$ cat config.mk
export PLATFORM = sky130hd
export DESIGN_NAME = picomem_wb_bridge
export DESIGN_NICKNAME = d
export VERILOG_FILES = /design/src/rtl/picomem_wb_bridge.sv
export SDC_FILE = /design/constraint.sdc
export NUM_CORES = 1
export LEC_CHECK = 0
export BUFFER_PORTS_ARGS = -buffer_cell sky130_fd_sc_hd__buf_2
export CAP_MARGIN = 40
export CORE_MARGIN = 3
export CORE_UTILIZATION = 49
export CTS_CLUSTER_SIZE = 10
export DETAILED_ROUTE_END_ITERATION = 16
export PLACE_DENSITY = 0.84
export RECOVER_POWER = 50
export SYNTH_ARGS = -nofsm -noshare
export SYNTH_HDL_FRONTEND = slang
export SYNTH_SLANG_ARGS = --single-unit
$ cat constraint.sdc
create_clock -name clk -period 3.84 [get_ports clk]
set_clock_uncertainty 0.1 [all_clocks]
set_input_delay 0.576 -clock clk [delete_from_list [all_inputs] [get_ports clk]]
set_output_delay 0.576 -clock clk [all_outputs]
set_load 0.05 [all_outputs]
$ cat src/rtl/picomem_wb_bridge.sv
// ---------------------------------------------------------------------------
// picomem_wb_bridge
//
// Purpose:
//   PicoMem slave to Wishbone B4 classic master bridge. Each accepted PicoMem
//   request becomes exactly one single-beat Wishbone cycle. The response is
//   registered and returned to the PicoMem master as a one-cycle mem_s_ready
//   pulse. No address decode is done here; the upstream mux has already
//   selected this slot.
//
// Handshake summary (both sides):
//   PicoMem: a request is taken when mem_s_valid=1 at a clock edge while the
//   bridge is IDLE. The response is the single cycle in which mem_s_ready=1;
//   mem_s_rdata is valid in that cycle and held until the next response.
//   Wishbone: cyc/stb are high for the whole BUS state with adr/dat/sel/we
//   held stable; the cycle ends at the first edge where wb_ack_i or wb_err_i
//   is high (err wins when both are high).
//
// Optional feature:
//   Define PICOMEM_WB_TIMEOUT_EN to enable a BUS-state watchdog that ends an
//   unanswered Wishbone cycle after TIMEOUT_CYCLES cycles, exactly as if the
//   slave had signalled err. Without it, BUS waits indefinitely.
//
// Ports:
//   clk, resetn                  clock, asynchronous active-low reset
//   mem_s_valid/ready            PicoMem request valid / response pulse
//   mem_s_addr/wdata/wstrb       PicoMem byte address, write data, strobes
//   mem_s_rdata                  PicoMem read data (valid while ready=1)
//   wb_cyc_o/stb_o/we_o          Wishbone cycle, strobe, write enable
//   wb_adr_o/dat_o/sel_o         Wishbone word address, write data, selects
//   wb_dat_i/ack_i/err_i         Wishbone read data, acknowledge, error
//   err_clr                      clear pulse for the sticky bus_err flag
//   bus_err                      sticky error flag
// ---------------------------------------------------------------------------
module picomem_wb_bridge #(
    parameter int          ADDR_W         = 24,
    parameter logic [31:0] ERR_RDATA      = 32'hDEAD_BEEF,
    parameter int          TIMEOUT_CYCLES = 256
) (
    input  logic              clk,
    input  logic              resetn,

    input  logic              mem_s_valid,
    output logic              mem_s_ready,
    input  logic [31:0]       mem_s_addr,
    input  logic [31:0]       mem_s_wdata,
    input  logic [3:0]        mem_s_wstrb,
    output logic [31:0]       mem_s_rdata,

    output logic              wb_cyc_o,
    output logic              wb_stb_o,
    output logic              wb_we_o,
    output logic [ADDR_W-1:0] wb_adr_o,
    output logic [31:0]       wb_dat_o,
    output logic [3:0]        wb_sel_o,
    input  logic [31:0]       wb_dat_i,
    input  logic              wb_ack_i,
    input  logic              wb_err_i,

    input  logic              err_clr,
    output logic              bus_err
);

    typedef enum logic [1:0] {
        ST_IDLE = 2'd0,
        ST_BUS  = 2'd1,
        ST_RESP = 2'd2
    } state_t;

    state_t             state_q, state_d;
    logic [ADDR_W-1:0]  adr_q,   adr_d;
    logic [31:0]        dat_q,   dat_d;
    logic [3:0]         sel_q,   sel_d;
    logic               we_q,    we_d;
    logic [31:0]        rdata_q, rdata_d;
    logic               bus_err_q, bus_err_d;

    // Error termination this cycle (slave err or watchdog expiry).
    logic               term_err;
    // Watchdog expiry; tied low when the feature is compiled out.
    logic               timeout_hit;

    // Only the word-address bits inside the window reach the Wishbone side.
    logic unused_addr_bits;
    assign unused_addr_bits = &{1'b0, mem_s_addr[31:ADDR_W+2], mem_s_addr[1:0]};

`ifdef PICOMEM_WB_TIMEOUT_EN
    localparam int TO_W = $clog2(TIMEOUT_CYCLES) + 1;
    localparam logic [TO_W-1:0] TO_LAST = TO_W'(TIMEOUT_CYCLES - 1);

    logic [TO_W-1:0] to_cnt_q, to_cnt_d;

    // Counter is zero on entry to BUS (it is held at zero outside BUS) and
    // counts every BUS cycle, so the watchdog fires in BUS cycle number
    // TIMEOUT_CYCLES when nothing has answered.
    always_comb begin
        to_cnt_d = '0;
        if (state_q == ST_BUS) begin
            to_cnt_d = to_cnt_q + TO_W'(1);
        end
    end

    assign timeout_hit = (state_q == ST_BUS) && (to_cnt_q == TO_LAST);

    always_ff @(posedge clk or negedge resetn) begin
        if (!resetn) begin
            to_cnt_q <= '0;
        end else begin
            to_cnt_q <= to_cnt_d;
        end
    end
`else
    // Watchdog compiled out: BUS waits for ack/err indefinitely.
    logic [31:0] unused_timeout;
    assign unused_timeout = 32'(TIMEOUT_CYCLES);
    assign timeout_hit    = 1'b0;
`endif

    // -----------------------------------------------------------------------
    // Next-state and datapath logic
    // -----------------------------------------------------------------------
    always_comb begin
        state_d  = state_q;
        adr_d    = adr_q;
        dat_d    = dat_q;
        sel_d    = sel_q;
        we_d     = we_q;
        rdata_d  = rdata_q;
        term_err = 1'b0;

        case (state_q)
            ST_IDLE: begin
                if (mem_s_valid) begin
                    adr_d   = mem_s_addr[ADDR_W+1:2];
                    dat_d   = mem_s_wdata;
                    we_d    = |mem_s_wstrb;
                    sel_d   = (|mem_s_wstrb) ? mem_s_wstrb : 4'b1111;
                    state_d = ST_BUS;
                end
            end

            ST_BUS: begin
                // Priority: slave err, then slave ack, then watchdog.
                if (wb_err_i) begin
                    term_err = 1'b1;
                end else if (wb_ack_i) begin
                    rdata_d = we_q ? 32'h0 : wb_dat_i;
                    state_d = ST_RESP;
                end else if (timeout_hit) begin
                    term_err = 1'b1;
                end

                if (term_err) begin
                    rdata_d = we_q ? 32'h0 : ERR_RDATA;
                    state_d = ST_RESP;
                end
            end

            ST_RESP: begin
                // Valid is not sampled here; the master presents its next
                // request in the IDLE cycle that follows the ready pulse.
                state_d = ST_IDLE;
            end

            default: begin
                state_d = ST_IDLE;
            end
        endcase
    end

    // Sticky error: a set in the same cycle as a clear wins.
    always_comb begin
        bus_err_d = bus_err_q;
        if (term_err) begin
            bus_err_d = 1'b1;
        end else if (err_clr) begin
            bus_err_d = 1'b0;
        end
    end

    // -----------------------------------------------------------------------
    // State registers
    // -----------------------------------------------------------------------
    always_ff @(posedge clk or negedge resetn) begin
        if (!resetn) begin
            state_q   <= ST_IDLE;
            adr_q     <= '0;
            dat_q     <= '0;
            sel_q     <= '0;
            we_q      <= 1'b0;
            rdata_q   <= '0;
            bus_err_q <= 1'b0;
        end else begin
            state_q   <= state_d;
            adr_q     <= adr_d;
            dat_q     <= dat_d;
            sel_q     <= sel_d;
            we_q      <= we_d;
            rdata_q   <= rdata_d;
            bus_err_q <= bus_err_d;
        end
    end

    // -----------------------------------------------------------------------
    // Outputs: all decoded from flops, so reset drops them immediately.
    // -----------------------------------------------------------------------
    assign wb_cyc_o    = (state_q == ST_BUS);
    assign wb_stb_o    = (state_q == ST_BUS);
    assign wb_we_o     = we_q;
    assign wb_adr_o    = adr_q;
    assign wb_dat_o    = dat_q;
    assign wb_sel_o    = sel_q;
    assign mem_s_ready = (state_q == ST_RESP);
    assign mem_s_rdata = rdata_q;
    assign bus_err     = bus_err_q;

endmodule

# After elaboration in Yosys (flattened, before gate mapping)
# Cells that the tools add are included.
totals:
  wordCells: 36
  inputBits: 106
  out_inout_bits: 97
  ff_bits: 96
classes:
  muxes: 16
  eq_ne: 6
  n_reduce_logical: 7
op_table:
  columns: ["cell", "n"]
  rows:
  - ["$mux 32", 5]
  - ["$mux 2", 4]
  - ["$reduce_and 3->1", 2]
  - ["$mux 1", 5]
  - ["$mux 4", 1]
  - ["$pmux 2 s2", 1]
  - ["$reduce_bool 2->1", 2]
  - ["$reduce_or 4->1", 1]
  - ["$ne 3x1->1 const B", 1]
  - ["$ne 3x2->1 const B", 1]
  - ["$eq 2x1->1 const B", 1]
  - ["$eq 2x2->1 const B", 1]
  - ["$logic_not 2->1", 1]
  - ["$ne 2x1->1 const B", 1]
  - ["$ne 2x2->1 const B", 1]
  - ["$reduce_and 2->1", 1]

# Logic depth before layout (Yosys ltp)
# Gate-level depths: netlist (run 1).
logic_depth:
  ltp_word: 4
  ltp_mapped: 6
  depth_no_buf: 3

# Worst setup path before layout (run 1)
# Ideal clock, no wire load.
synth_path:
  path_type: "reg-to-output"
  startpoint: "register state_q[1]"
  endpoint: "output port wb_stb_o"
  path_stages_with_launch: 4
  t_arrival_ps: 1173
  required_ps: 3164
  n_path_buf: 1
  setup_slack_ps: 1991
  path_cell_list: "dfrtp_1 nand2b_4 inv_1 buf_4"
synth_between:
  elab_chain_len: 1
synth_rtl:
  columns: ["item", "line_no", "rtl"]
  rows:
  - ["from (decl)", "70", "state_t state_q, state_d;"]
  - ["from (signal assigned)", "194", "state_q <= state_d;"]
  - ["$eq 2x1->1", null, null]
  - ["to (decl)", "51", "output logic wb_stb_o,"]
# Every way passes these cells.

# Worst setup path in the final report (run 1)
layout_path:
  startpoint: "register state_q[1]"
  endpoint: "output port wb_stb_o"
layout_between:
  elab_chain_len: 1
layout_rtl:
  columns: ["item", "line_no", "rtl"]
  rows:
  - ["$eq 2x1->1", "208", "assign wb_stb_o = (state_q == ST_BUS);"]
# Every way passes these cells.

==> results of run 1 <==
[cell usage after synthesis, drive strengths merged, types with 3 or more instances]
cell type / number / area (sq um)
dfrtp: 96 / 2402
mux2: 56 / 630.6
o21ai: 40 / 200.2
nor2: 35 / 133.9
o31ai: 24 / 285.3
buf: 15 / 108.9
clkbuf: 9 / 33.78
nand2: 8 / 30.03
a21oi: 5 / 25.02
nor3: 4 / 20.02
inv: 3 / 11.26
[cells by family after synthesis]
logic type	count (synthesis)	synth area share [%]
compound gates	71	13.36
buf+inv	27	3.903
flops	96	60.93
mux	56	15.99
simple gates	52	5.808
[worst max-delay path: cells and delay by family (launching register included)]
| family | cells | cell delay (ns) |
|---|---|---|
| flops | 1 | 0.41 |
| simple gates | 1 | 0.90 |
| buf+inv | 2 | 0.56 |
[power by group]
group          total, mW  switching (mW)  internal [mW]  leakage (nW)
clock network      0.615           0.367          0.248        0.0859
logic               1.89            1.45          0.447          1.15
registers           1.44           0.141           1.30          1.18
total               3.95            1.96           1.99          2.42
[final timing paths]
path                                               from                     endpoint  slack, ns  depth (start not counted)
worst min-delay path                     mem_s_wdata[4]      wb_dat_o[4]$_DFFE_PN0P_       0.35                          2
max in group asynchronous                        resetn      wb_sel_o[3]$_DFFE_PN0P_       1.79                          1
worst min register to register  wb_dat_o[2]$_DFFE_PN0P_      wb_dat_o[2]$_DFFE_PN0P_       0.41                          1
min in group asynchronous                        resetn     wb_dat_o[21]$_DFFE_PN0P_       0.69                          1
worst max register to register   state_q[1]$_DFFE_PN0P_  mem_s_rdata[10]$_DFFE_PN0P_       1.53                          4
worst max-delay path             state_q[1]$_DFFE_PN0P_                     wb_stb_o       0.95                          3
[placed cells by master (no fill, tap or decap), types with 2 or more instances in the layout]
| cell type | count |
|---|---|
| sky130_fd_sc_hd__clkbuf_1 | 47 |
| sky130_fd_sc_hd__o31ai_2 | 21 |
| sky130_fd_sc_hd__inv_1 | 3 |
| sky130_fd_sc_hd__mux2_2 | 56 |
| sky130_fd_sc_hd__a21oi_1 | 5 |
| sky130_fd_sc_hd__clkbuf_8 | 9 |
| sky130_fd_sc_hd__clkinvlp_4 | 3 |
| sky130_fd_sc_hd__dfrtp_1 | 96 |
| sky130_fd_sc_hd__inv_8 | 2 |
| sky130_fd_sc_hd__buf_2 | 147 |
| sky130_fd_sc_hd__nor3_1 | 4 |
| sky130_fd_sc_hd__o21ai_0 | 37 |
| sky130_fd_sc_hd__o21ai_1 | 3 |
| sky130_fd_sc_hd__nor2_1 | 34 |
| sky130_fd_sc_hd__buf_4 | 5 |
| sky130_fd_sc_hd__o31ai_1 | 3 |
| sky130_fd_sc_hd__nand2_1 | 8 |
[layer usage]
metal / wire length [um] / vias up / track usage (%)
met1: 3675 / 1493 / 23.06
met4: 151 / 0 / 6.754
met2: 5035 / 118 / 36.77
met3: 649 / 14 / 3.675
met5: 0 / - / 0
li1: - / 1432 / -
[metrics by stage]
step	hold slack [ns]	power, mW	worst slack, ns
floorplan	0.1804	2.935	1.991
global placement	0.3830	3.352	1.635
detailed placement	0.3897	3.414	1.558
CTS	0.07854	4.027	1.555
global route	0.3339	4.133	0.8014
finish	0.3514	3.947	0.9482
[registers in the layout, summed over array words and instances (netlist names)]
register     flops
mem_s_rdata     32
wb_dat_o        32
wb_adr_o        24
wb_sel_o         4
state_q          2
bus_err          1
wb_we_o          1
[layout make-up]
class | count | area [sq um]
Fill cell | 638 | 2678
Sequential cell | 96 | 2402
Multi-Input combinational cell | 179 | 1385
Timing Repair Buffer | 200 | 977.2
Tap cell | 102 | 127.6
Clock buffer | 9 | 123.9
Clock inverter | 7 | 62.56
Inverter | 3 | 11.26
==> results by stage, run 1 <==
Run status:
- The flow ran to the end, but the final reports show violations.
- The final reports fail on capacitance limit, slew limit.

Die:
- The core region is about 8000 sq um.
- Once the floorplan was initialized, standard cells occupied 50.76% of the core.
- Measured along the x axis, the die boundary spans 95.70 um.
- The die footprint is slightly above 9000 sq um.
- The standard-cell row count is 32.
- The y dimension of the die is between 90 and 100 um.
- The number of ports placed on the die boundary is slightly above 200.

Finish:
- The number of nets in the final layout is 595.
- Measured on the finished design, the core utilization comes to between 60% and 70%.
- The number of antenna diodes in the final layout is 0.
- Summing all non-filler instances in the final layout gives an area of 5090 sq um.
- The post-route netlist has 50.20% of its cells at a drive strength greater than 1.
- Compared with the post-synthesis result, the final layout area differs by 29.10%.
- The final standard cell count with taps included and fillers excluded is around 600.

Worst setup path:
- Walking the worst path, the cells encountered are nand2b_1 > inv_1 > buf_2.
- Among all stages on the critical path, the largest delay is contributed by sky130_fd_sc_hd__nand2b_1.
- The worst setup path is captured at a primary output.
- The data required time at the worst endpoint is ~3.2 ns.
- STA classifies the critical path startpoint as a flop.
- Data on the critical path arrives at its endpoint at approximately 2.2 ns.
- The peak fanout along the critical path is 34.
- The largest single stage delay on the critical path is approximately 0.9 ns.
- The classification of the worst setup path is flop to primary output.

CTS:
- The later pin in the worst-skew pair is clocked with a latency of around 0.34 ns.
- The clock edge transition at the registers on the reported setup and hold paths is about 0.10 ns.
- The clock root buffer master is sky130_fd_sc_hd__clkbuf_8.
- Once the clock tree was built, the setup fixing pass inserted 0 buffers.
- The number of buffers created by CTS is 9.
- TritonCTS built the clock tree.
- In this run, post-CTS hold repair placed 0 buffers.
- The number of H-tree levels is 3.
- The clock net in this run drives a total of 96 sinks.
- The maximum count of clock buffers along a single path is 2.
- The count of instances resized after the clock tree is built is 0.

Route:
- The total number of vias is slightly above 3,000.
- The DRC marker count from the first detailed-route iteration is 93.
- Dividing the detail-routed wire length by the instance count gives about 16 um.
- The routed design has roughly 9.5 mm of wire.
- For this run, design rule violations remaining after detail routing come to 0.
- The antenna violation net count after detailed routing is 0.
- After detailed routing, the number of vias per cell comes to just over 5.
- The first-pass iteration count of the detailed router is 4.

STA:
- The share of the clock period used by the worst path after layout is 75.31%.
- The worst-margin pin slew is between 2 and 2.5 ns.
- The final count of hold timing violations came to 0.
- For the finished layout, the period the worst path requires is roughly 2.9 ns.
- Setup repair after global routing left no endpoint under its margin.
- The count of final max-slew check failures is 38.
- The headroom to the max-slew limit is -35.27%.
- Derived from the worst setup path, the maximum achievable clock frequency is ~0.35 GHz.
- For the final routed database, the setup TNS stands at 0 ns.
- The setup-violating endpoint count in the final report is 0.

Power:
- The total power per unit cell area is 775.5 nW/um^2.
- VDD sags by at most roughly 0.36 mV.
- The leakage power is around 2.4 nW.

Yosys:
- The synthesized design contains between 90 and 100 register bits.
- Summing every instance area after synthesis gives 3943 sq um.
- The number of nets handed over by synthesis was between 400 and 500.
- After synthesis, the netlist uses 24 different library cells.
- Synthesis produced just over 300 cells.
- The average instance area after synthesis is 13.05 sq um.
- After synthesis, the share of flip-flops with an asynchronous set or reset is 100.0%.
- For this run, the number of Yosys warnings is 0.
- The number of enable-type register cells in the synthesized netlist is 0.
- The sequential fraction of the synthesis area is between 60% and 70%.
- The main flop type after synthesis is sky130_fd_sc_hd__dfrtp_1.

Placement:
- The placer's final routability congestion estimate is between 0.6 and 0.7.
- The area of placed instances is slightly below 5000 sq um.
- In this run the tool buffered the top-level ports with approximately 190 buffer cells.
- The total instance count after detailed placement is 580.
- After legalization and detailed placement, the total HPWL measured between 6 and 7 mm.

Job:
- The max-cap check violation count is 1.

GRT:
- The via count of the first global-routing pass is slightly below 3,000.
- Entering global routing, the biggest net connects slightly below 70 pins.
- The first global-routing pass estimated 14.10 mm of wire.
- Across every metal layer, demand over resource in global routing totals between 10% and 20%.
- The aggregate global routing overflow is 0.
- The initial antenna violation count is 0.

Hold path:
- In this run the worst hold path is classified as input port to flop.
No activity file was read; power rests on OpenSTA's default activity.
==> run 2, diff against run 1 <==
--- a/config.mk
+++ b/config.mk
@@ -5,13 +5,14 @@
 export SDC_FILE = /design/constraint.sdc
 export NUM_CORES = 1
 export LEC_CHECK = 0
+export ABC_AREA = 1
 export BUFFER_PORTS_ARGS = -buffer_cell sky130_fd_sc_hd__buf_2
 export CAP_MARGIN = 40
 export CORE_MARGIN = 3
-export CORE_UTILIZATION = 49
+export CORE_UTILIZATION = 45
 export CTS_CLUSTER_SIZE = 10
 export DETAILED_ROUTE_END_ITERATION = 16
-export PLACE_DENSITY = 0.84
+export PLACE_DENSITY = 0.78
 export RECOVER_POWER = 50
 export SYNTH_ARGS = -nofsm -noshare
 export SYNTH_HDL_FRONTEND = slang
==> constraint.sdc (replaced) <==
create_clock -name clk -period 2.8 [get_ports clk]
set_clock_uncertainty 0.1 [all_clocks]
set_input_delay 0.42 -clock clk [delete_from_list [all_inputs] [get_ports clk]]
set_output_delay 0.42 -clock clk [all_outputs]
set_load 0.05 [all_outputs]
==> run 2 against run 1 <==
  * The run now ends clean
  * Count of clock-buffer cells in the layout is 3 higher
  * Global-route usage hardly changed
  * Sequential share of layout area is 0.67 points higher
  * Die area is 6.8% higher
  * Worst hold slack worse by 0.19 ns
  * Cell area is 1.4% lower
  * Utilization is 5.1 points lower
  * First-iteration DRC count is 24% higher
  * Largest cell class unchanged
  * Highest routed layer unchanged
==> results by stage, run 2 <==
Finish:
- The share of layout cells above drive strength 1 is 33.01% (-17 points).
- The area of the multi-input gates is 1261 sq um (-8.9%).
- The antenna diode count is 0 (unchanged).
- The post-layout instance area was 5019 sq um (-1.4%).
- The register cell area after layout is 2402 sq um (unchanged).
- The final standard cell count with taps included and fillers excluded came to 723 (+21%).
- In the layout the commonest cells are 227 x sky130_fd_sc_hd__nand2_1, 164 x sky130_fd_sc_hd__buf_2, 96 x sky130_fd_sc_hd__dfrtp_1, 41 x sky130_fd_sc_hd__o21ai_0, 32 x sky130_fd_sc_hd__clkbuf_1.
- Leaving out fill and tap cells, the most frequent cell in the layout is sky130_fd_sc_hd__nand2_1.
- From synthesis to final layout, the design area changed by 29.26%.
- The number of fill cells in the layout is 774 (+21%).
- The number of nets in the final layout was 719 (+21%).

Die:
- The width of the die came to 98.89 um (+3.3%).
- The y dimension of the die came to 98.89 um (+3.3%).
- The number of ports placed on the die boundary is 203 (unchanged).
- The die footprint is 9778 sq um (+6.8%).
- The standard-cell row count was 33 (+3.1%).
- The area of the core region came to 8299 sq um (+6.8%).
- The initial cell density of the core is 46.78% (-4.0 points).

GRT:
- The overall fraction of global-route tracks in use is 19.91% (about the same).
- The via count of the first global-routing pass is 3,378 (+14%).
- The pin count of the biggest net entering global routing is 66 (-2.9%).
- The initial antenna violation count was 0 (unchanged).
- The aggregate global routing overflow is 0 (unchanged).
- The global-route wire length before repair came to 15.75 mm (+12%).

Worst setup path:
- The data required time at the worst endpoint is 2.28 ns (-0.88 ns).
- The signal on the critical path passes through nor2_1 > buf_2.
- For this design, the slowest cell found on the critical path is sky130_fd_sc_hd__dfrtp_1.
- The critical path is of the flop to primary output type.
- The worst path arrival time was 1.43 ns (-0.79 ns).
- The buffering stage count on the worst path with inverters included is 1 (-1).
- Among cell families on the critical path, the largest total delay comes from flip-flops.
- The delay of the slowest critical-path stage came to 0.43 ns (-0.47 ns).
- The endpoint type of the worst setup path is a primary output.
- The peak fanout along the critical path is 4 (-88%).
- STA classifies the critical path startpoint as a flop.

CTS:
- The number of H-tree levels was 3 (unchanged).
- The clock edge transition at the registers on the reported setup and hold paths was 0.09 ns (about the same).
- The number of clock sinks is 96 (unchanged).
- The maximum count of clock buffers along a single path is 2 (unchanged).
- The post-CTS setup repair buffer count is 0 (unchanged).
- TritonCTS built the clock tree.
- The insertion delay of the later-clocked pin in the worst-skew pair is 0.33 ns (about the same).
- The clock root buffer master is sky130_fd_sc_hd__clkbuf_8.
- The number of buffers created by CTS is 9 (unchanged).

Power:
- The leakage power is 2.818 nW (+16%).
- The total power per unit cell area is 1215 nW/um^2 (+57%).
- The peak ir drop on the vdd network is 0.5762 mV (+58%).

STA:
- Setup repair after global routing left no endpoint under its margin.
- The slack of the critical path is 0.8539 ns (-0.09431 ns).
- The headroom to the max-slew limit is 33.00% (+68 points).
- The final count of hold timing violations is 0 (unchanged).
- The worst-margin pin slew is 1.005 ns (-1.024 ns).
- The highest attainable clock frequency is 0.5138 GHz.
- The count of final max-slew check failures is 0 (-100%).
- The setup total negative slack came to 0 ns (unchanged).
- The worst path uses 69.50% of the clock period.
- The setup-violating endpoint count in the final report is 0 (unchanged).
- The post-route minimum period is roughly 1.9 ns.

Route:
- The total wire length came to 9.517 mm (about the same).
- The total number of vias was 3,370 (+10%).
- The first-pass iteration count of the detailed router is 4 (unchanged).
- The DRC marker count from the first detailed-route iteration came to 115 (+24%).
- The antenna violation net count after detailed routing is 0 (unchanged).
- The post-route DRC violation count is 0 (unchanged).
- The detail-routed via count per cell is 4.661 (-9.1%).
- The average wire length per cell after detail routing is 13.16 um (-18%).

Yosys:
- The average instance area after synthesis is 9.092 sq um (-30%).
- The mux share of post-synthesis cell area came to 0% (-16 points).
- Ranked by total cell area, the synthesized netlist is headed by sky130_fd_sc_hd__dfrtp_1 62%, sky130_fd_sc_hd__nand2_1 22%, sky130_fd_sc_hd__o21ai_2 5.2%.
- The number of enable-type register cells in the synthesized netlist is 0 (unchanged).
- The xor/xnor share of the synthesized area was 0% (unchanged).
- The post-synth net total is 533 (+31%).
- The simple-gate share of the synthesized area came to 23.11% (+17 points).
- The count of mapped cells out of synthesis is 427 (+41%).
- The cell type contributing the most total cell area after synthesis is sky130_fd_sc_hd__dfrtp_1.
- The count of warnings emitted by yosys is 0 (unchanged).
- By area, the combinational part of the netlist is dominated by simple AND/OR/NAND/NOR gates.
- The adder and majority cell fraction of the synthesized area is 0% (unchanged).
- The register bit count reported by yosys is 96 (unchanged).
- By count the netlist is led by 227 x sky130_fd_sc_hd__nand2_1, 96 x sky130_fd_sc_hd__dfrtp_1, 26 x sky130_fd_sc_hd__o21ai_0.
- By instance count, the leading cell after synthesis is sky130_fd_sc_hd__nand2_1.
- The sequential fraction of the synthesis area is 61.88% (+0.94 points).
- The fraction of registers with async set or reset after synthesis was 100.0% (unchanged).
- The number of different library cells in the post-synthesis netlist came to 17 (-29%).
- The share of the synthesized area in the top cell type is 61.88% (+0.94 points).
- The main flop type after synthesis is sky130_fd_sc_hd__dfrtp_1.
- The area of the mapped netlist is 3882 sq um (-1.5%).
- The fraction of the mapped netlist area in compound gates is 9.861% (-3.5 points).

Placement:
- The total instance count after detailed placement was 706 (+22%).
- The HPWL after detailed placement was 6.933 mm (-0.86%).
- The number of input and output port buffers inserted is 194 (unchanged).
- The area of placed instances came to 4910 sq um (-1.3%).
- The post-place setup slack is 0.9877 ns (-0.5704 ns).
- The placer's final routability congestion estimate is 0.8155 (+18%).

Hold path:
- The worst hold path class is input port to flop.

Run status:
- The run finished with clean final reports.

Job:
- The max-cap check violation count is 0 (-1).
run 2: worst register-to-register path: stages (launching register included):
cell and delay [ns]:
sky130_fd_sc_hd__dfrtp_1 0.43, sky130_fd_sc_hd__inv_1 0.10, sky130_fd_sc_hd__nand3_2 0.43, sky130_fd_sc_hd__buf_4 0.45
sky130_fd_sc_hd__nand2_1 0.12, sky130_fd_sc_hd__nand2_1 0.05
run 2: final timing paths:
| kind | slack [ns] | endpoint | depth (start not counted) | startpoint |
|---|---|---|---|---|
| max reg2reg | 1.02 | wb_dat_o[8]$_DFFE_PN0P_ | 5 | state_q[1]$_DFFE_PN0P_ |
| max | 0.85 | wb_cyc_o | 2 | state_q[1]$_DFFE_PN0P_ |
| min in group asynchronous | 0.66 | wb_adr_o[2]$_DFFE_PN0P_ | 2 | resetn |
| min reg2reg | 0.38 | wb_dat_o[0]$_DFFE_PN0P_ | 2 | wb_dat_o[0]$_DFFE_PN0P_ |
| min | 0.17 | wb_dat_o[19]$_DFFE_PN0P_ | 3 | mem_s_wdata[19] |
| max in group asynchronous | 1.09 | wb_we_o$_DFFE_PN0P_ | 3 | resetn |
run 2: final cells by class:
| cell class | count | area share [%] |
|---|---|---|
| multi-input cells | 295 | 25.13 |
| clock inverters | 4 | 0.6233 |
| inverters | 12 | 0.8975 |
| repair buffers | 199 | 20.17 |
| flip-flops and latches | 96 | 47.87 |
| well taps | 105 | 2.618 |
| clock buffers | 12 | 2.693 |
run 2: repair_timing:
action | in CTS | in global routing
gates resized for setup | 0 | 0
hold buffers | 1 | 0
hold endpoints to repair | 39 | 0
run 2: per-layer routing:
layer | global-route usage (%) | up-vias | wire length [um]
met5 | 0 | - | 0
li1 | - | 1688 | -
met3 | 4.954 | 14 | 713
met4 | 6.513 | 0 | 144
met2 | 33.21 | 117 | 4592
met1 | 25.52 | 1551 | 4065
run 2: per-stage QoR:
step	utilization (%)	total power [mW]	hold WS [ns]
2_1_floorplan	-	4.640	0.02441
3_3_place_gp	59.16	5.376	0.3277
3_5_place_dp	59.16	5.436	0.3350
4_1_cts	61.28	6.234	0.1434
5_1_grt	60.47	6.464	0.1537
6_report	60.47	6.100	0.1656
run 2: cells by family after synthesis:
logic type / count (synthesis)
and+or+nand+nor: 236
DFF: 96
AOI/OAI and AO/OA: 59
buffers and inverters: 36
run 2: power breakdown:
group	switching (mW)	internal [mW]
combinational	2.55	0.637
clock	0.459	0.326
sequential	0.255	1.87
